## src/rtl/rx_frame_ctrl_pkg.sv

```systemverilog
// Shared definitions for the receive frame sequencer.
//   fr_state_e  : one-hot FSM encodings
//   INFO_W      : frame record width {cnt, ms, acq}
//   CNT_LSB     : bit offset of the byte count field
//   MS_LSB      : bit offset of the millisecond stamp field
//   pack_info() : assembles a frame record from its fields
package rx_frame_pkg;

  typedef enum logic [2:0] {
    FR_IDLE  = 3'b001,
    FR_RECV  = 3'b010,
    FR_CLOSE = 3'b100
  } fr_state_e;

  localparam int INFO_W  = 28;
  localparam int CNT_LSB = 16;
  localparam int MS_LSB  = 4;

  function automatic logic [INFO_W-1:0] pack_info(input logic [11:0] cnt,
                                                  input logic [11:0] ms,
                                                  input logic [3:0]  acq);
    logic [INFO_W-1:0] info;
    info = '0;
    info[INFO_W-1:CNT_LSB] = cnt;
    info[CNT_LSB-1:MS_LSB] = ms;
    info[MS_LSB-1:0]       = acq;
    return info;
  endfunction

endpackage

```

## src/rtl/rx_frame_ctrl_if.sv

```systemverilog
// Register-side frame record interface.
//   n_RxFrameInfo_Rd_i : active-low one-clock pop strobe (register side drives)
//   RxFrameInfo_o      : head record, 0 when empty
//   p_RxFrame_Empty_o  : FIFO empty
//   p_RxFrame_Full_o   : FIFO full
//   p_RxFrameOver_o    : sticky overflow, a closed frame was dropped
//   FrameLevel_o       : number of records held
// master = register file side, slave = rx_frame_ctrl.
interface rx_frame_ctrl_if #(
  parameter int AW = 2
);
  import rx_frame_pkg::*;

  logic              n_RxFrameInfo_Rd_i;
  logic [INFO_W-1:0] RxFrameInfo_o;
  logic              p_RxFrame_Empty_o;
  logic              p_RxFrame_Full_o;
  logic              p_RxFrameOver_o;
  logic [AW:0]       FrameLevel_o;

  modport master (
    output n_RxFrameInfo_Rd_i,
    input  RxFrameInfo_o, p_RxFrame_Empty_o, p_RxFrame_Full_o,
           p_RxFrameOver_o, FrameLevel_o
  );

  modport slave (
    input  n_RxFrameInfo_Rd_i,
    output RxFrameInfo_o, p_RxFrame_Empty_o, p_RxFrame_Full_o,
           p_RxFrameOver_o, FrameLevel_o
  );

endinterface

```

## src/rtl/rx_frame_ctrl_fifo.sv

```systemverilog
// frame_info_fifo: DEPTH x INFO_W show-ahead synchronous FIFO for frame records.
//   clk, rst : clock, async active-low reset
//   clr_n    : sync clear of contents and overflow flag, beats write/pop
//   wr, din  : write request and record
//   rd_n     : active-low pop strobe, ignored when empty
//   dout     : head record, 0 when empty
//   empty, full, over, level : status
module frame_info_fifo
  import rx_frame_pkg::*;
#(
  parameter int DEPTH = 4,
  parameter int AW    = 2
) (
  input  logic              clk,
  input  logic              rst,
  input  logic              clr_n,
  input  logic              wr,
  input  logic [INFO_W-1:0] din,
  input  logic              rd_n,
  output logic [INFO_W-1:0] dout,
  output logic              empty,
  output logic              full,
  output logic              over,
  output logic [AW:0]       level
);

  logic [AW:0]       wr_ptr, rd_ptr;
  logic [INFO_W-1:0] mem [DEPTH];
  logic              rd_fire, wr_fire, drop;

  assign empty = (wr_ptr == rd_ptr);
  assign full  = (wr_ptr[AW] != rd_ptr[AW]) && (wr_ptr[AW-1:0] == rd_ptr[AW-1:0]);
  assign level = wr_ptr - rd_ptr;
  assign dout  = empty ? '0 : mem[rd_ptr[AW-1:0]];

  // A pop in the same cycle frees the head slot, so a write into a full FIFO
  // lands in the slot being vacated and nothing is lost.
  assign rd_fire = !rd_n && !empty;
  assign wr_fire = wr && (!full || rd_fire);
  assign drop    = wr && full && !rd_fire;

  always_ff @(posedge clk or negedge rst) begin
    if (!rst) begin
      wr_ptr <= '0;
      rd_ptr <= '0;
      over   <= 1'b0;
    end else if (!clr_n) begin
      wr_ptr <= '0;
      rd_ptr <= '0;
      over   <= 1'b0;
    end else begin
      if (wr_fire) wr_ptr <= wr_ptr + 1'b1;
      if (rd_fire) rd_ptr <= rd_ptr + 1'b1;
      if (drop)    over   <= 1'b1;
    end
  end

  always_ff @(posedge clk) begin
    if (clr_n && wr_fire) mem[wr_ptr[AW-1:0]] <= din;
  end

endmodule

```

## src/rtl/rx_frame_ctrl.sv

```systemverilog
// rx_frame_ctrl: frame sequencer beside the UART receive path.
// Counts bytes, closes a frame after an idle gap of baud periods and queues
// a {cnt, ms, acq} record per closed frame.
//   clk, rst                : clock, async active-low reset
//   p_Enable_i              : receiver enable, low aborts frame
//   p_FrameFunctionEnable_i : frame function enable, low aborts frame
//   n_Clr_i                 : active-low sync clear of FIFO, over flag, frame
//   Byte_Synch_i            : one pulse per received byte
//   BaudSig_i               : one pulse per baud period
//   GapBaudNum_i            : idle baud periods closing a frame (0 acts as 1)
//   acqurate_stamp_i        : 0.1 ms stamp
//   millisecond_stamp_i     : ms stamp
//   p_FrameEnd_o            : pulse in the CLOSE cycle
//   bus                     : record read interface (slave side)
//
// state    | meaning
// FR_IDLE  | no frame in progress, waiting for first byte
// FR_RECV  | counting bytes, counting idle baud periods
// FR_CLOSE | one cycle: push record (or flag overflow), pulse frame end
module rx_frame_ctrl
  import rx_frame_pkg::*;
#(
  parameter int DEPTH = 4,
  parameter int AW    = 2
) (
  input  logic        clk,
  input  logic        rst,
  input  logic        p_Enable_i,
  input  logic        p_FrameFunctionEnable_i,
  input  logic        n_Clr_i,
  input  logic        Byte_Synch_i,
  input  logic        BaudSig_i,
  input  logic [7:0]  GapBaudNum_i,
  input  logic [3:0]  acqurate_stamp_i,
  input  logic [11:0] millisecond_stamp_i,
  output logic        p_FrameEnd_o,
  rx_frame_ctrl_if.slave bus
);

  fr_state_e   state_q, state_d;
  logic [11:0] cnt_q, cnt_d;
  logic [7:0]  gap_q, gap_d;
  logic [11:0] ms_q, ms_d;
  logic [3:0]  acq_q, acq_d;
  logic        run, wr;
  logic [7:0]  gap_lim;
  logic [8:0]  gap_inc;

  assign run     = p_Enable_i && p_FrameFunctionEnable_i && n_Clr_i;
  assign gap_lim = (GapBaudNum_i == 8'd0) ? 8'd1 : GapBaudNum_i;
  assign gap_inc = {1'b0, gap_q} + 9'd1;

  always_ff @(posedge clk or negedge rst) begin
    if (!rst) begin
      state_q <= FR_IDLE;
      cnt_q   <= '0;
      gap_q   <= '0;
      ms_q    <= '0;
      acq_q   <= '0;
    end else begin
      state_q <= state_d;
      cnt_q   <= cnt_d;
      gap_q   <= gap_d;
      ms_q    <= ms_d;
      acq_q   <= acq_d;
    end
  end

  always_comb begin
    state_d      = state_q;
    cnt_d        = cnt_q;
    gap_d        = gap_q;
    ms_d         = ms_q;
    acq_d        = acq_q;
    p_FrameEnd_o = 1'b0;
    wr           = 1'b0;
    if (!run) begin
      state_d = FR_IDLE;
      cnt_d   = '0;
      gap_d   = '0;
    end else begin
      case (state_q)
        FR_IDLE: begin
          if (Byte_Synch_i) begin
            state_d = FR_RECV;
            cnt_d   = 12'd1;
            gap_d   = '0;
            ms_d    = millisecond_stamp_i;
            acq_d   = acqurate_stamp_i;
          end
        end
        FR_RECV: begin
          // a byte outranks a coincident baud tick and restarts the gap
          if (Byte_Synch_i) begin
            if (cnt_q != 12'hFFF) cnt_d = cnt_q + 12'd1;
            gap_d = '0;
            ms_d  = millisecond_stamp_i;
            acq_d = acqurate_stamp_i;
          end else if (BaudSig_i) begin
            // >= so a limit lowered mid-frame still closes the frame
            if (gap_inc >= {1'b0, gap_lim}) begin
              state_d = FR_CLOSE;
              gap_d   = '0;
            end else begin
              gap_d = gap_inc[7:0];
            end
          end
        end
        FR_CLOSE: begin
          p_FrameEnd_o = 1'b1;
          wr           = 1'b1;
          gap_d        = '0;
          if (Byte_Synch_i) begin
            state_d = FR_RECV;
            cnt_d   = 12'd1;
            ms_d    = millisecond_stamp_i;
            acq_d   = acqurate_stamp_i;
          end else begin
            state_d = FR_IDLE;
            cnt_d   = '0;
          end
        end
        default: begin
          state_d = FR_IDLE;
          cnt_d   = '0;
          gap_d   = '0;
        end
      endcase
    end
  end

  frame_info_fifo #(
    .DEPTH (DEPTH),
    .AW    (AW)
  ) u_fifo (
    .clk   (clk),
    .rst   (rst),
    .clr_n (n_Clr_i),
    .wr    (wr),
    .din   (pack_info(cnt_q, ms_q, acq_q)),
    .rd_n  (bus.n_RxFrameInfo_Rd_i),
    .dout  (bus.RxFrameInfo_o),
    .empty (bus.p_RxFrame_Empty_o),
    .full  (bus.p_RxFrame_Full_o),
    .over  (bus.p_RxFrameOver_o),
    .level (bus.FrameLevel_o)
  );

endmodule

```

## src/flat_wrapper.sv

```systemverilog
// flat-port wrapper written by rule: the top's interface ports become plain ports
module rx_frame_ctrl_flat import rx_frame_pkg::*;
#(
  parameter int DEPTH = 4,
  parameter int AW    = 2
)
  (clk, rst, p_Enable_i, p_FrameFunctionEnable_i, n_Clr_i, Byte_Synch_i, BaudSig_i, GapBaudNum_i, acqurate_stamp_i, millisecond_stamp_i, p_FrameEnd_o, bus_n_RxFrameInfo_Rd_i, bus_RxFrameInfo_o, bus_p_RxFrame_Empty_o, bus_p_RxFrame_Full_o, bus_p_RxFrameOver_o, bus_FrameLevel_o);
  rx_frame_ctrl_if #(.AW(AW)) bus_i ();
  input  logic clk;
  input  logic rst;
  input  logic p_Enable_i;
  input  logic p_FrameFunctionEnable_i;
  input  logic n_Clr_i;
  input  logic Byte_Synch_i;
  input  logic BaudSig_i;
  input  logic [7:0] GapBaudNum_i;
  input  logic [3:0] acqurate_stamp_i;
  input  logic [11:0] millisecond_stamp_i;
  output logic p_FrameEnd_o;
  input wire logic [$bits(bus_i.n_RxFrameInfo_Rd_i)-1:0] bus_n_RxFrameInfo_Rd_i;
  output wire logic [$bits(bus_i.RxFrameInfo_o)-1:0] bus_RxFrameInfo_o;
  output wire logic [$bits(bus_i.p_RxFrame_Empty_o)-1:0] bus_p_RxFrame_Empty_o;
  output wire logic [$bits(bus_i.p_RxFrame_Full_o)-1:0] bus_p_RxFrame_Full_o;
  output wire logic [$bits(bus_i.p_RxFrameOver_o)-1:0] bus_p_RxFrameOver_o;
  output wire logic [$bits(bus_i.FrameLevel_o)-1:0] bus_FrameLevel_o;
  assign bus_i.n_RxFrameInfo_Rd_i = bus_n_RxFrameInfo_Rd_i;
  assign bus_RxFrameInfo_o = bus_i.RxFrameInfo_o;
  assign bus_p_RxFrame_Empty_o = bus_i.p_RxFrame_Empty_o;
  assign bus_p_RxFrame_Full_o = bus_i.p_RxFrame_Full_o;
  assign bus_p_RxFrameOver_o = bus_i.p_RxFrameOver_o;
  assign bus_FrameLevel_o = bus_i.FrameLevel_o;
  rx_frame_ctrl #(.DEPTH(DEPTH), .AW(AW)) u_core (.clk(clk), .rst(rst), .p_Enable_i(p_Enable_i), .p_FrameFunctionEnable_i(p_FrameFunctionEnable_i), .n_Clr_i(n_Clr_i), .Byte_Synch_i(Byte_Synch_i), .BaudSig_i(BaudSig_i), .GapBaudNum_i(GapBaudNum_i), .acqurate_stamp_i(acqurate_stamp_i), .millisecond_stamp_i(millisecond_stamp_i), .p_FrameEnd_o(p_FrameEnd_o), .bus(bus_i));
endmodule
```

## config.mk

```make
export PLATFORM = sky130hd
export DESIGN_NAME = rx_frame_ctrl_flat
export DESIGN_NICKNAME = d
export VERILOG_FILES = /design/src/rtl/rx_frame_ctrl_pkg.sv /design/src/rtl/rx_frame_ctrl_if.sv /design/src/rtl/rx_frame_ctrl_fifo.sv /design/src/rtl/rx_frame_ctrl.sv /design/src/flat_wrapper.sv
export SDC_FILE = /design/constraint.sdc
export NUM_CORES = 1
export LEC_CHECK = 0
export ABC_CLOCK_PERIOD_IN_PS = 3200
export CORE_ASPECT_RATIO = 0.6
export CORE_MARGIN = 2
export CORE_UTILIZATION = 55
export DETAILED_ROUTE_END_ITERATION = 12
export PLACE_DENSITY_LB_ADDON = 0.1
export SLEW_MARGIN = 30
export SYNTH_ARGS = -nofsm -noshare
export SYNTH_HDL_FRONTEND = slang
export SYNTH_SLANG_ARGS = --single-unit
```

## constraint.sdc

```tcl
create_clock -name clk -period 3.2 [get_ports clk]
set_input_delay 0.48 -clock clk [delete_from_list [all_inputs] [get_ports clk]]
set_output_delay 0.48 -clock clk [all_outputs]
set_load 0.02 [all_outputs]
```

; After elaboration in Yosys (flattened, before gate mapping)
; Memory sizes are Yosys's and may differ from the RTL's.
; Index checks and enable logic that the tools add are counted.
[totals]
reg_bits = 46
mem_bits_rw = 112
in_bits = 32
output_inout_bits = 35
wordCells = 82
n_memories = 1
[mem_list]
columns = name, words, word_bits, read_ports, rd_ports_with_merged_regs, write_ports, line_no
row1 = u_core.u_fifo.mem, 4, 28, 1, 0, 1, rx_frame_ctrl_fifo.sv:28  ; logic [INFO_W-1:0] mem [DEPTH];
[op_classes]
add_sub_neg = 5
magnitude_cmp = 1
n_eq_ne = 17
n_mux = 31
reduce_logical = 19
[op_table]
columns = operator, n
row1 = 12-bit two-way mux, 4
row2 = 8-bit two-way mux, 6
row3 = 12-bit case mux with 3 select lines, 1
row4 = 28-bit two-way mux, 1
row5 = 3-bit two-way mux, 9
row6 = "3-bit inequality test, second input constant", 6
row7 = 8-bit case mux with 2 select lines, 1
row8 = "12-bit by 1-bit adder with 12-bit output, second input constant", 1
row9 = "12-bit inequality test, second input constant", 1
row10 = "8-bit by 1-bit adder with 9-bit output, second input constant", 1
row11 = 9-bit by 8-bit greater-or-equal comparator with 1-bit output, 1
row12 = 3-bit case mux with 3 select lines, 1
row13 = 1-bit logical AND, 8
row14 = 8-bit zero test, 1
row15 = 1-bit two-way mux, 7
row16 = "3-bit by 1-bit adder with 3-bit output, second input constant", 2
row17 = "2-bit by 1-bit inequality test with 1-bit output, second input constant", 3
row18 = 3-bit AND reduction, 2
row19 = 1-bit zero test, 4
row20 = "4-bit inequality test, second input constant", 1
row21 = 4-bit AND reduction, 1
row22 = "3-bit by 1-bit == test with 1-bit output, second input constant", 1
row23 = "3-bit by 2-bit == test with 1-bit output, second input constant", 1
row24 = 3-bit == test, 1
row25 = 8 further kinds, 8

; Depth between registers and ports, before layout
; Gate-level depths: netlist of run 1.
[depth]
word_depth = 8
depth_mapped = 12
depth_no_buf = 11

; By module
; From an unflattened synthesis of run 1, not the netlist that was laid out.
[unflattened]
cells_unflattened = 441
area_unflattened_um2 = 6936.7
[modules_own_cells]
columns = module, instances, cells_per_inst, area_each_um2, seq_area_each_um2
row1 = frame_info_fifo, 1, 237, 4789.6, 3538.4
row2 = rx_frame_ctrl, 1, 204, 2147.1, 977.2

; Worst setup path after synthesis of run 1
; Ideal clock, no wire load.
[synth_path]
kind = register to register
startpoint = reg u_core.u_fifo.rd_ptr[1]
endpoint = mem u_core.u_fifo.mem[3][0], enable pin
setup_time_ns = 0.389
t_arrival_ns = 2.316
t_required_ns = 2.811
setup_slack_ns = 0.495
stages_incl_launch_ff = 8
n_path_buf = 1
period_less_slack_ns = 2.705
cell_sequence = dfrtp_1 > clkbuf_1 > inv_1 > ha_1 > nand2_1 > nor2_1 > a21oi_2 > and2_1
[synth_via]
elab_chain_cells = 8
elab_cells_between_ends = 11
classes_between = eq/ne: 2 / mux: 2 / reduce/logical: 7
[synth_rtl]
columns = element, line_no
row1 = "start, declared", rx_frame_ctrl_fifo.sv:27  ; logic [AW:0] wr_ptr, rd_ptr;
row2 = "start signal, assigned", rx_frame_ctrl_fifo.sv:53  ; if (rd_fire) rd_ptr <= rd_ptr + 1'b1;
row3 = 2-bit == test, rx_frame_ctrl_fifo.sv:32  ; assign full = (wr_ptr[AW] != rd_ptr[AW]) && (wr_ptr[AW-1:0] == rd_ptr[AW-1:0]);
row4 = 1-bit logical AND, rx_frame_ctrl_fifo.sv:32
row5 = via bus_p_RxFrame_Full_o, flat_wrapper.sv:23  ; output wire logic [$bits(bus_i.p_RxFrame_Full_o)-1:0] bus_p_RxFrame_Full_o;
row6 = 1-bit zero test, rx_frame_ctrl_fifo.sv:39  ; assign wr_fire = wr && (!full || rd_fire);
row7 = 1-bit logical OR, rx_frame_ctrl_fifo.sv:39
row8 = 1-bit logical AND, rx_frame_ctrl_fifo.sv:39
row9 = 1-bit logical AND, rx_frame_ctrl_fifo.sv:59  ; if (clr_n && wr_fire) mem[wr_ptr[AW-1:0]] <= din;
row10 = 1-bit two-way mux, rx_frame_ctrl_fifo.sv:59
row11 = 1-bit two-way mux (not written as such), rx_frame_ctrl_fifo.sv:59
row12 = "end, declared", rx_frame_ctrl_fifo.sv:28
; The timed path passes the listed nets, and every way through them passes these cells.

; Worst setup path after layout of run 1
[layout_path]
startpoint = reg u_core.u_fifo.wr_ptr[0]
endpoint = out bus_RxFrameInfo_o[17]
[layout_via]
elab_chain_cells = 2
[layout_rtl]
columns = element, line_no
row1 = "start, declared", rx_frame_ctrl_fifo.sv:27
row2 = "start signal, assigned", rx_frame_ctrl_fifo.sv:52  ; if (wr_fire) wr_ptr <= wr_ptr + 1'b1;
row3 = 3-bit == test, rx_frame_ctrl_fifo.sv:31  ; assign empty = (wr_ptr == rd_ptr);
row4 = 28-bit two-way mux, rx_frame_ctrl_fifo.sv:34  ; assign dout = empty ? '0 : mem[rd_ptr[AW-1:0]];
row5 = "end, declared", flat_wrapper.sv:21  ; output wire logic [$bits(bus_i.RxFrameInfo_o)-1:0] bus_RxFrameInfo_o;
; Every way passes these cells.

==> results.md, run 1 <==
* Clock buffer depth at 2
* Dpl cells at 668
* WL/cell at 19.8 um
* IO buf count at 66
* CP Launch Type: flip-flop
* Clk network pwr share at 44.4%
* Vias at 4017
* Predominant post-synthesis flop cell: edfxtp_1
* CP max-delay cell: clkdlybuf4s50_1
* Worst Path Max Fanout at 9
* Proportion of power drawn by flip-flops and latches at 52.5%
* Final worst slack at 166 ps
* Comb pwr share at 3.1%
* Post-Layout Inst Area at 0.00847 mm2
* Post-Syn Area at 0.00698 mm2
* First-pass GRT wire length at 22200 um
* Leakage at 3.13 nW
* Clock Latency Late Sink at 420 ps
* # clock sinks at 158
* Number of nets in the layout at 572
* Largest net degree at the start of global routing at 31
* CP Class: reg -> out
* Async set-reset flop share out of synthesis at 29.1%
* Layout cells sized above 1 at 19.3%
* Non-filler cells, final at 700
* Worst EP arrival at 2550 ps
* Final period util at 94.8%
* Run status: complete, no violations
* Avg Inst Size Synth at 15.8 um2
* Cell variety after synth at 62
* Drt first-iter violations at 326
* Filler instances at 820
* Setup TNS at 0 ps
* Final setup fails at 0
* Commonest non-fill, non-tap cell in the layout: edfxtp_1
* Chip height at 91.2 um
* Post-place setup slack at 394 ps
* Syn_nets at 491
* Worst path max stage delay at 650 ps
* Initial Utilization at 57.1%
* Row count at 31
* Cts repair resizes at 0
* Vias/cell at 5.74
* Die ar. at 0.0136 mm2
* Pwr per Cell Area at 528 mW/mm2
* Total global-route track usage at 22.0%
* YS warnings at 0
* Diodes inserted at 0
* Clock Root Buffer: clkbuf_16
* Fin util at 69.3%
* Post-CTS Hold Buffers at 0
* Register area share after synthesis at 64.7%
* WP data required at 2720 ps
* Core outline area at 0.0122 mm2
* Synthesis-stage register bit count at 158
* Worst-Margin Slew at 737 ps
* Most frequent cells in the layout: edfxtp_1 (112), clkdlybuf4s50_1 (65), dfrtp_1 (44), nor2b_1 (31), mux4_2 (28)
* Skew final at 9.94 ps
* CTS Buf Count at 17
* Largest vdd supply drop at 0.434 mV
* Fin. Hold Viols at 0
* Hold Path Class: in -> async
* P&R area growth vs syn at 21.4%
* Max Cap Viol at 0
* Worst-path clk slew at 60 ps
* Max-slew violations at 0
* Drt total wl at 13800 um
* H-tree depth at 4
* Post-DP HPWL at 9070 um
* Placer Congestion at 0.889
* Placed Area at 0.00788 mm2
* RSZ-0062 raised after global routing: no
* Die width at 149 um
* Detail Route Antenna Nets at 0
* Number of flops mapped to enable cells by yosys at 112
* Remaining global-route overflow at 0
* DR DRC count at 0
* Post-synthesis instance total at 441
* CTS tree: yes
* Rel. slew slack at 50.8%
* Fin crit period at 3030 ps
* Critical-path cell list: inv_1 > ha_1 > and3_1 > buf_4 > nor2b_1 > clkdlybuf4s50_1
* Vias in the first global route at 4167
* Setup crit end kind: output pin
* Sw Share at 21.0%
* DRT Pass-1 Iters at 4
* Initial antenna violation count at 0
* I/O pins at 67
* Cell Int Power at 3.53 mW
* Post-CTS Setup Repair Bufs at 0
* Fmax at 0.330 GHz
* Sw power at 0.939 mW
-- area by class of cell --
| type | instances | area [um2] | area share (%) |
|---|---|---|---|
| flip-flops and latches | 158 | 4520 | 53.3 |
| multi-input cells | 248 | 2270 | 26.9 |
| repair buffers | 79 | 816 | 9.63 |
| clock buffers | 18 | 429 | 5.07 |
| well taps | 165 | 206 | 2.44 |
| clock inverters | 14 | 156 | 1.85 |
| inverters | 18 | 67.6 | 0.798 |
-- synth_stat cells (2+ instances only) --
library cell | number | area [um2]
mux4_2 | 28 | 631
nor2_1 | 15 | 56.3
buf_2 | 3 | 15.0
a21oi_1 | 6 | 30.0
o41ai_1 | 3 | 26.3
mux2_1 | 3 | 33.8
a32o_2 | 2 | 22.5
ha_1 | 17 | 213
and3_4 | 2 | 22.5
nor4_1 | 2 | 12.5
xor2_1 | 12 | 105
buf_6 | 3 | 33.8
nand4_1 | 4 | 25.0
nor3_1 | 4 | 20.0
inv_1 | 18 | 67.6
mux2_2 | 14 | 158
xnor2_1 | 4 | 35.0
dfrtp_1 | 45 | 1130
clkbuf_1 | 7 | 26.3
and3_1 | 8 | 50.1
or4_1 | 2 | 15.0
mux2i_1 | 2 | 20.0
buf_4 | 3 | 22.5
nor2b_1 | 31 | 194
a31oi_1 | 4 | 25.0
and2_1 | 6 | 37.5
o21ai_0 | 13 | 65.1
edfxtp_1 | 112 | 3360
a32o_1 | 5 | 50.1
nand2_1 | 23 | 86.3
nand3_1 | 9 | 45.0
-- cell families (layout without fill, tap and decap cells) --
family	after synthesis	count (layout)	share of synthesized area, %
AO/OA/AOI/OAI	48	48	5.22
buffers and inverters	35	129	2.65
multiplexers	47	47	12.1
XOR/XNOR	16	16	2.01
AND/OR/NAND/NOR	119	119	9.97
flip-flops	158	158	64.7
adder cells (fa/ha/maj)	18	18	3.34
-- worst max-delay path: cells and delay by family (launching register included) --
kind                     cells  cell delay (ps)
AND/OR/NAND/NOR              2              410
flip-flops                   1              410
adder cells (fa/ha/maj)      1              360
buffers and inverters        3              960
-- worst paths after layout --
check	slack [ps]	start	end	depth (start not counted)
setup reg to reg	630	u_core.gap_q[0]	u_core.gap_q[3]	8
hold / removal	30	rst	u_core.gap_q[4]	1
min in group clk	500	u_core.u_fifo.over	u_core.u_fifo.over	1
setup / recovery	170	u_core.u_fifo.wr_ptr[0]	bus_RxFrameInfo_o[17]	6
max in group asynchronous	2480	rst	u_core.state_q[0]	2
hold reg to reg	500	u_core.u_fifo.over	u_core.u_fifo.over	1
-- metal layers --
layer | global-route usage (%) | vias to the layer above | wire (um)
li1 | - | 1852 | -
met1 | 30.8 | 2058 | 6430
met2 | 34.6 | 93 | 6600
met3 | 4.57 | 14 | 666
met4 | 7.94 | 0 | 133
met5 | 0 | - | 0
-- state kept, by name, summed over array words and instances (netlist names) --
| signal | cells |
|---|---|
| u_core.acq_q | 4 |
| u_core.ms_q | 12 |
| u_core.state_q | 3 |
| u_core.u_fifo.mem | 112 |
| u_core.u_fifo.rd_ptr | 3 |
| u_core.gap_q | 8 |
| u_core.cnt_q | 12 |
| u_core.u_fifo.wr_ptr | 3 |
| u_core.u_fifo.over | 1 |
-- through the flow --
step	power (mW)	hold slack (ps)
after floorplan	2.44	184
after global placement	2.51	472
after detailed placement	2.53	489
after CTS	4.50	39.1
after global routing	4.61	59.6
final	4.47	29.3
-- power by group through the flow --
stage / combinational, mW / clock, mW / sequential [mW]
3_3_place_gp: 0.133 / 0 / 2.38
2_1_floorplan: 0.0728 / 0 / 2.37
6_report: 0.139 / 1.98 / 2.35
4_1_cts: 0.141 / 2.02 / 2.35
5_1_grt: 0.154 / 2.10 / 2.36
3_5_place_dp: 0.140 / 0 / 2.39
Power figures use the tool's default switching activity.
==> run 2: changes to the inputs <==
- CTS_BUF_LIST: not set -> sky130_fd_sc_hd__clkbuf_8
- SETUP_SLACK_MARGIN: not set -> 0.1
==> run 2 against run 1 <==
  * Worst setup slack improved by 68 ps
  * Sequential share of layout area rose by 0.86 points
  * Non-clock buffer count rose by 1
  * Die area did not move
  * Fmax rose by 2.3%
  * Design area fell by 1.6%
  * Clock power fell by 26%
  * Via count fell by 0.22%
  * Largest power group unchanged
  * Highest routed layer unchanged
==> results.md, run 2 (synthesis results as in run 1) <==
* Hold depth at 1
* Cell Int Power at 3.07 mW (was 3.53 mW)
* Setup crit end kind: output pin (unchanged)
* Initial Utilization at 57.1% (unchanged)
* Sw Share at 22.2% (was 21.0%)
* Number of nets in the layout at 573 (was 572)
* Proportion of power drawn by flip-flops and latches at 59.4% (was 52.5%)
* Post-Layout Inst Area at 0.00833 mm2 (was 0.00847 mm2)
* Final period util at 92.7% (was 94.8%)
* Worst-path clk slew at 90 ps (was 60 ps)
* Initial antenna violation count at 0 (unchanged)
* Worst path depth at 6 (unchanged)
* Largest net degree at the start of global routing at 31 (unchanged)
* Worst Path Max Fanout at 9 (unchanged)
* WP data required at 2720 ps (about the same)
* Post-DP HPWL at 9070 um (unchanged)
* Die width at 149 um (unchanged)
* Post-place setup slack at 394 ps (unchanged)
* Max-slew violations at 0 (unchanged)
* Vias at 4008 (was 4017)
* Largest vdd supply drop at 0.283 mV (was 0.434 mV)
* Clock Latency Late Sink at 440 ps (was 420 ps)
* Vias in the first global route at 4116 (was 4167)
* Drt first-iter violations at 311 (was 326)
* Skew final at 17.2 ps (was 9.94 ps)
* # clock sinks at 158 (unchanged)
* Clk network pwr share at 37.1% (was 44.4%)
* Fin. Hold Viols at 0 (unchanged)
* Hold Path Class: reg -> reg (was in -> async)
* Dpl cells at 668 (unchanged)
* Non-filler cells, final at 701 (was 700)
* Reg2reg path depth at 8 (unchanged)
* Comb pwr share at 3.5% (was 3.1%)
* Pwr Total at 3.95 mW (was 4.47 mW)
* Final setup fails at 0 (unchanged)
* Run status: complete, no violations (unchanged)
* CP max-delay cell: clkdlybuf4s50_1 (unchanged)
* Die ar. at 0.0136 mm2 (unchanged)
* Worst-Margin Slew at 732 ps (was 737 ps)
* IO buf count at 66 (unchanged)
* Detail Route Antenna Nets at 0 (unchanged)
* First-pass GRT wire length at 21700 um (was 22200 um)
* Fin crit period at 2970 ps (was 3030 ps)
* Clock Root Buffer: clkbuf_8 (was clkbuf_16)
* CTS Buf Count at 17 (unchanged)
* Placer Congestion at 0.889 (unchanged)
* Worst EP arrival at 2490 ps (was 2550 ps)
* CP top delay family: buffers and inverters (unchanged)
* Remaining global-route overflow at 0 (unchanged)
* DR DRC count at 0 (unchanged)
* Critical-path cell list: inv_1 > ha_1 > and3_1 > buf_4 > nor2b_1 > clkdlybuf4s50_1 (unchanged)
* Total global-route track usage at 21.5% (was 22.0%)
* Rel. slew slack at 51.2% (was 50.8%)
* Drt total wl at 13600 um (was 13800 um)
* Max FFs per register at 112 (unchanged)
* RSZ-0062 raised after global routing: no (unchanged)
* CP Class: reg -> out (unchanged)
* CTS tree: yes (unchanged)
* Worst path max stage delay at 620 ps (was 650 ps)
* Crit path buffers/inverters at 3 (unchanged)
* Layout cells sized above 1 at 19.2% (was 19.3%)
* P&R area growth vs syn at 19.5% (was 21.4%)
* Sw power at 0.875 mW (was 0.939 mW)
* Chip height at 91.2 um (unchanged)
* Max Cap Viol at 0 (unchanged)
* Diodes inserted at 0 (unchanged)
* Leakage at 3.46 nW (was 3.13 nW)
* Fmax at 0.337 GHz (was 0.330 GHz)
* Setup TNS at 0 ps (unchanged)
* Pwr per Cell Area at 473 mW/mm2 (was 528 mW/mm2)
* Vias/cell at 5.72 (was 5.74)
* DRT Pass-1 Iters at 6 (was 4)
* Final worst slack at 234 ps (was 166 ps)
* Row count at 31 (unchanged)
* WL/cell at 19.4 um (was 19.8 um)
* CP Launch Type: flip-flop (unchanged)
* Core outline area at 0.0122 mm2 (unchanged)
* Post-CTS Setup Repair Bufs at 0 (unchanged)
* I/O pins at 67 (unchanged)
* Commonest non-fill, non-tap cell in the layout: edfxtp_1 (unchanged)
* Most frequent cells in the layout: edfxtp_1 (112), dfrtp_1 (44), clkdlybuf4s50_1 (40), nor2b_1 (31), mux4_2 (28) (was edfxtp_1 (112), clkdlybuf4s50_1 (65), dfrtp_1 (44), nor2b_1 (31), mux4_2 (28))
* H-tree depth at 4 (unchanged)
* Clock buffer depth at 2 (unchanged)
* Placed Area at 0.00788 mm2 (unchanged)
[run 2: cell count changes in the layout (fill, tap and decap cells not counted)]
cell	previous run	this run
dlygate4sd3_1	0	1
clkdlybuf4s50_1	65	40
clkbuf_1	1	0
dlygate4sd2_1	0	4
inv_1	18	19
dlymetal6s2s_1	0	21
clkbuf_8	0	17
clkbuf_16	17	0
[run 2: worst register-to-register path: cells and delay by family (launching register included)]
kind / cells / cell delay (ps)
DFF: 1 / 490
AOI/OAI and AO/OA: 2 / 560
and+or+nand+nor: 3 / 560
adders and majority gates: 2 / 630
xor gates and xnor gates: 1 / 220
[run 2: timing repair]
item	CTS	global route
pin swaps	0	0
resized for setup	4	21
endpoints found under the hold margin	3	0
gates cloned	0	0
hold buffers	1	0
endpoints found under the setup margin	4	21
[run 2: layout make-up]
type / count / area (um2)
Sequential cell: 158 / 4520
Fill cell: 832 / 3880
Multi-Input combinational cell: 248 / 2270
Timing Repair Buffer: 80 / 873
Clock buffer: 17 / 234
Tap cell: 165 / 206
Clock inverter: 15 / 160
Inverter: 18 / 67.6
[run 2: through the flow]
stage / hold slack, ps / utilization (%)
2_1_floorplan: 184 / -
3_3_place_gp: 472 / 64.5
3_5_place_dp: 489 / 64.5
4_1_cts: 510 / 67.8
5_1_grt: 538 / 68.2
6_report: 506 / 68.2
[run 2: worst paths after layout]
path	startpoint	end	slack (ps)
min in group asynchronous	rst	u_core.gap_q[4]	530
setup reg to reg	u_core.gap_q[0]	u_core.gap_q[1]	630
hold / removal	u_core.u_fifo.over	u_core.u_fifo.over	510
setup / recovery	u_core.u_fifo.wr_ptr[0]	bus_RxFrameInfo_o[22]	230
hold reg to reg	u_core.u_fifo.over	u_core.u_fifo.over	510
max in group asynchronous	rst	u_core.state_q[0]	1980
[run 2: per-layer routing]
metal	up-vias	global-route usage [%]	routed length [um]	share of wire, %
li1	1848	-	-	-
met1	2055	30.3	6370	47
met2	95	33.4	6450	47
met3	10	5.68	683	5.0
met4	0	6.27	97	0.71
met5	-	0	0	0
[run 2: power groups by stage]
stage          registers [mW]  logic, mW  clock network (mW)
5_1_grt                  2.35      0.155                1.57
3_3_place_gp             2.38      0.133                   0
3_5_place_dp             2.39      0.140                   0
2_1_floorplan            2.37     0.0728                   0
4_1_cts                  2.34      0.142                1.49
6_report                 2.34      0.140                1.46
==> run 3: changes to the inputs <==
- CORE_UTILIZATION: 55 -> 30
- GPL_ROUTABILITY_DRIVEN: not set -> 1
==> run 3 against run 2 <==
  * Clock power about the same
  * Sequential power about the same
  * Clock-buffer cell count increased by 3
  * Worst setup slack improved by 24 ps
==> results.md, run 3 (synthesis results as in run 1) <==
* Run status: complete, no violations (unchanged)
* Max FFs per register at 112 (unchanged)
* Crit path buffers/inverters at 3 (unchanged)
* Setup TNS at 0 ps (unchanged)
* CP Launch Type: flip-flop (unchanged)
* Most frequent cells in the layout: edfxtp_1 (112), dfrtp_1 (43), clkdlybuf4s50_1 (41), nor2b_1 (31), mux4_2 (28) (was edfxtp_1 (112), dfrtp_1 (44), clkdlybuf4s50_1 (40), nor2b_1 (31), mux4_2 (28))
* Core outline area at 0.0230 mm2 (was 0.0122 mm2)
* Final setup fails at 0 (unchanged)
* CTS Buf Count at 17 (unchanged)
* Placed Area at 0.00806 mm2 (was 0.00788 mm2)
* Vias/cell at 4.61 (was 5.72)
* Number of nets in the layout at 569 (was 573)
* Remaining global-route overflow at 0 (unchanged)
* Post-CTS Hold Buffers at 0 (was 1)
* Final period util at 91.9% (was 92.7%)
* DR DRC count at 0 (unchanged)
* Skew final at 11.0 ps (was 17.2 ps)
* Drt first-iter violations at 159 (was 311)
* Row count at 43 (was 31)
* Detail Route Antenna Nets at 0 (unchanged)
* Fin. Hold Viols at 0 (unchanged)
* P&R area growth vs syn at 21.1% (was 19.5%)
* Die width at 201 um (was 149 um)
* Worst Path Max Fanout at 29 (was 9)
* Hold Path Class: in -> async (was reg -> reg)
* Largest vdd supply drop at 0.237 mV (was 0.283 mV)
* Post-CTS Setup Repair Bufs at 0 (unchanged)
* Max-slew violations at 0 (unchanged)
* RSZ-0062 raised after global routing: no (unchanged)
* Clock buffer depth at 2 (unchanged)
* Worst path depth at 6 (unchanged)
* Rel. slew slack at 49.9% (was 51.2%)
* Diodes inserted at 0 (unchanged)
* # clock sinks at 158 (unchanged)
* Max Cap Viol at 0 (unchanged)
* Worst EP arrival at 2460 ps (was 2490 ps)
* CP max-delay cell: clkdlybuf4s50_1 (unchanged)
* Clock Root Buffer: clkbuf_8 (unchanged)
* Drt total wl at 15200 um (was 13600 um)
* Worst-Margin Slew at 752 ps (was 732 ps)
* Post-DP HPWL at 9810 um (was 9070 um)
* Chip height at 122 um (was 91.2 um)
* Initial antenna violation count at 0 (unchanged)
* Critical-path cell list: inv_1 > ha_1 > and3_1 > buf_12 > nor2b_1 > clkdlybuf4s50_1 (was inv_1 > ha_1 > and3_1 > buf_4 > nor2b_1 > clkdlybuf4s50_1)
* DRT Pass-1 Iters at 4 (was 6)
* Vias at 3901 (was 4008)
* Worst path max stage delay at 610 ps (was 620 ps)
* CTS tree: yes (unchanged)
* Post-Layout Inst Area at 0.00845 mm2 (was 0.00833 mm2)
* WP data required at 2720 ps (about the same)
* IO buf count at 66 (unchanged)
* I/O pins at 67 (unchanged)
* Vias in the first global route at 4008 (was 4116)
* Commonest non-fill, non-tap cell in the layout: edfxtp_1 (unchanged)
* Fmax at 0.340 GHz (was 0.337 GHz)
* Reg2reg path depth at 10 (was 8)
* H-tree depth at 4 (unchanged)
* Die ar. at 0.0245 mm2 (was 0.0136 mm2)
* Placer Congestion at 0.789 (was 0.889)
* Fin crit period at 2940 ps (was 2970 ps)
* Clock Latency Late Sink at 440 ps (about the same)
* CP top delay family: buffers and inverters (unchanged)
* Layout cells sized above 1 at 18.2% (was 19.2%)
* WL/cell at 17.9 um (was 19.4 um)
* Leakage at 3.29 nW (was 3.46 nW)
* CP Class: reg -> out (unchanged)
* Initial Utilization at 30.4% (was 57.1%)
* Largest net degree at the start of global routing at 40 (was 31)
* Setup crit end kind: output pin (unchanged)
* Worst-path clk slew at 80 ps (was 90 ps)
* Pwr per Cell Area at 464 mW/mm2 (was 473 mW/mm2)
* First-pass GRT wire length at 23700 um (was 21700 um)
* Total global-route track usage at 13.3% (was 21.5%)
[run 3: per-layer routing]
| layer | vias up | routed length [um] | global-route usage, % |
|---|---|---|---|
| li1 | 1836 | - | - |
| met1 | 1997 | 7990 | 19.1 |
| met2 | 58 | 6490 | 19.6 |
| met3 | 10 | 558 | 3.80 |
| met4 | 0 | 124 | 3.47 |
| met5 | - | 0 | 0 |
[run 3: worst register-to-register path: cells and delay by family, from the launching register on]
family                     cells  cell delay, ps
buffers and inverters          1              60
adders and majority gates      2             610
AOI/OAI and AO/OA              2             390
and+or+nand+nor                4             770
xor gates and xnor gates       1             200
DFF                            1             500
[run 3: report_power, final]
part           leakage, nW  total [mW]  internal (mW)  switching, mW
clock network        0.212        1.44          0.735          0.701
logic                 1.41       0.135         0.0803         0.0547
registers             1.67        2.35           2.28         0.0652
total                 3.29        3.92           3.10          0.821
[run 3: final timing paths]
kind / endpoint / slack (ps) / start
setup / recovery: bus_RxFrameInfo_o[4] / 260 / u_core.u_fifo.wr_ptr[0]
hold / removal: u_core.ms_q[7] / 30 / rst
setup reg to reg: u_core.gap_q[3] / 560 / u_core.gap_q[0]
hold reg to reg: u_core.u_fifo.over / 500 / u_core.u_fifo.over
max in group asynchronous: u_core.acq_q[2] / 2570 / rst
min in group clk: u_core.u_fifo.over / 500 / u_core.u_fifo.over
[run 3: timing repair]
| item | 4_1_cts | 5_1_grt |
|---|---|---|
| pin swaps | 0 | 0 |
| resized for setup | 15 | 10 |
| setup endpoints to repair | 15 | 13 |
[run 3: final cells by class]
cell class                      instances  area [um2]
Tap cell                              315         394
Timing Repair Buffer                   76         812
Sequential cell                       158        4520
Fill cell                            2215       14500
Inverter                               18        67.6
Clock buffer                           20         275
Multi-Input combinational cell        248        2270
Clock inverter                         12         105
[run 3: stage by stage]
stage | setup slack (ps) | power (mW) | hold slack (ps) | cells | utilization (%)
floorplan | 495 | 2.44 | 184 | 441 | -
global placement | 422 | 2.52 | 487 | 815 | 35.1
detailed placement | 376 | 2.53 | 497 | 815 | 35.1
CTS | 103 | 3.98 | 32.3 | 847 | 36.7
global route | 133 | 4.09 | 34.8 | 847 | 36.8
finish | 258 | 3.92 | 25.3 | 847 | 36.8
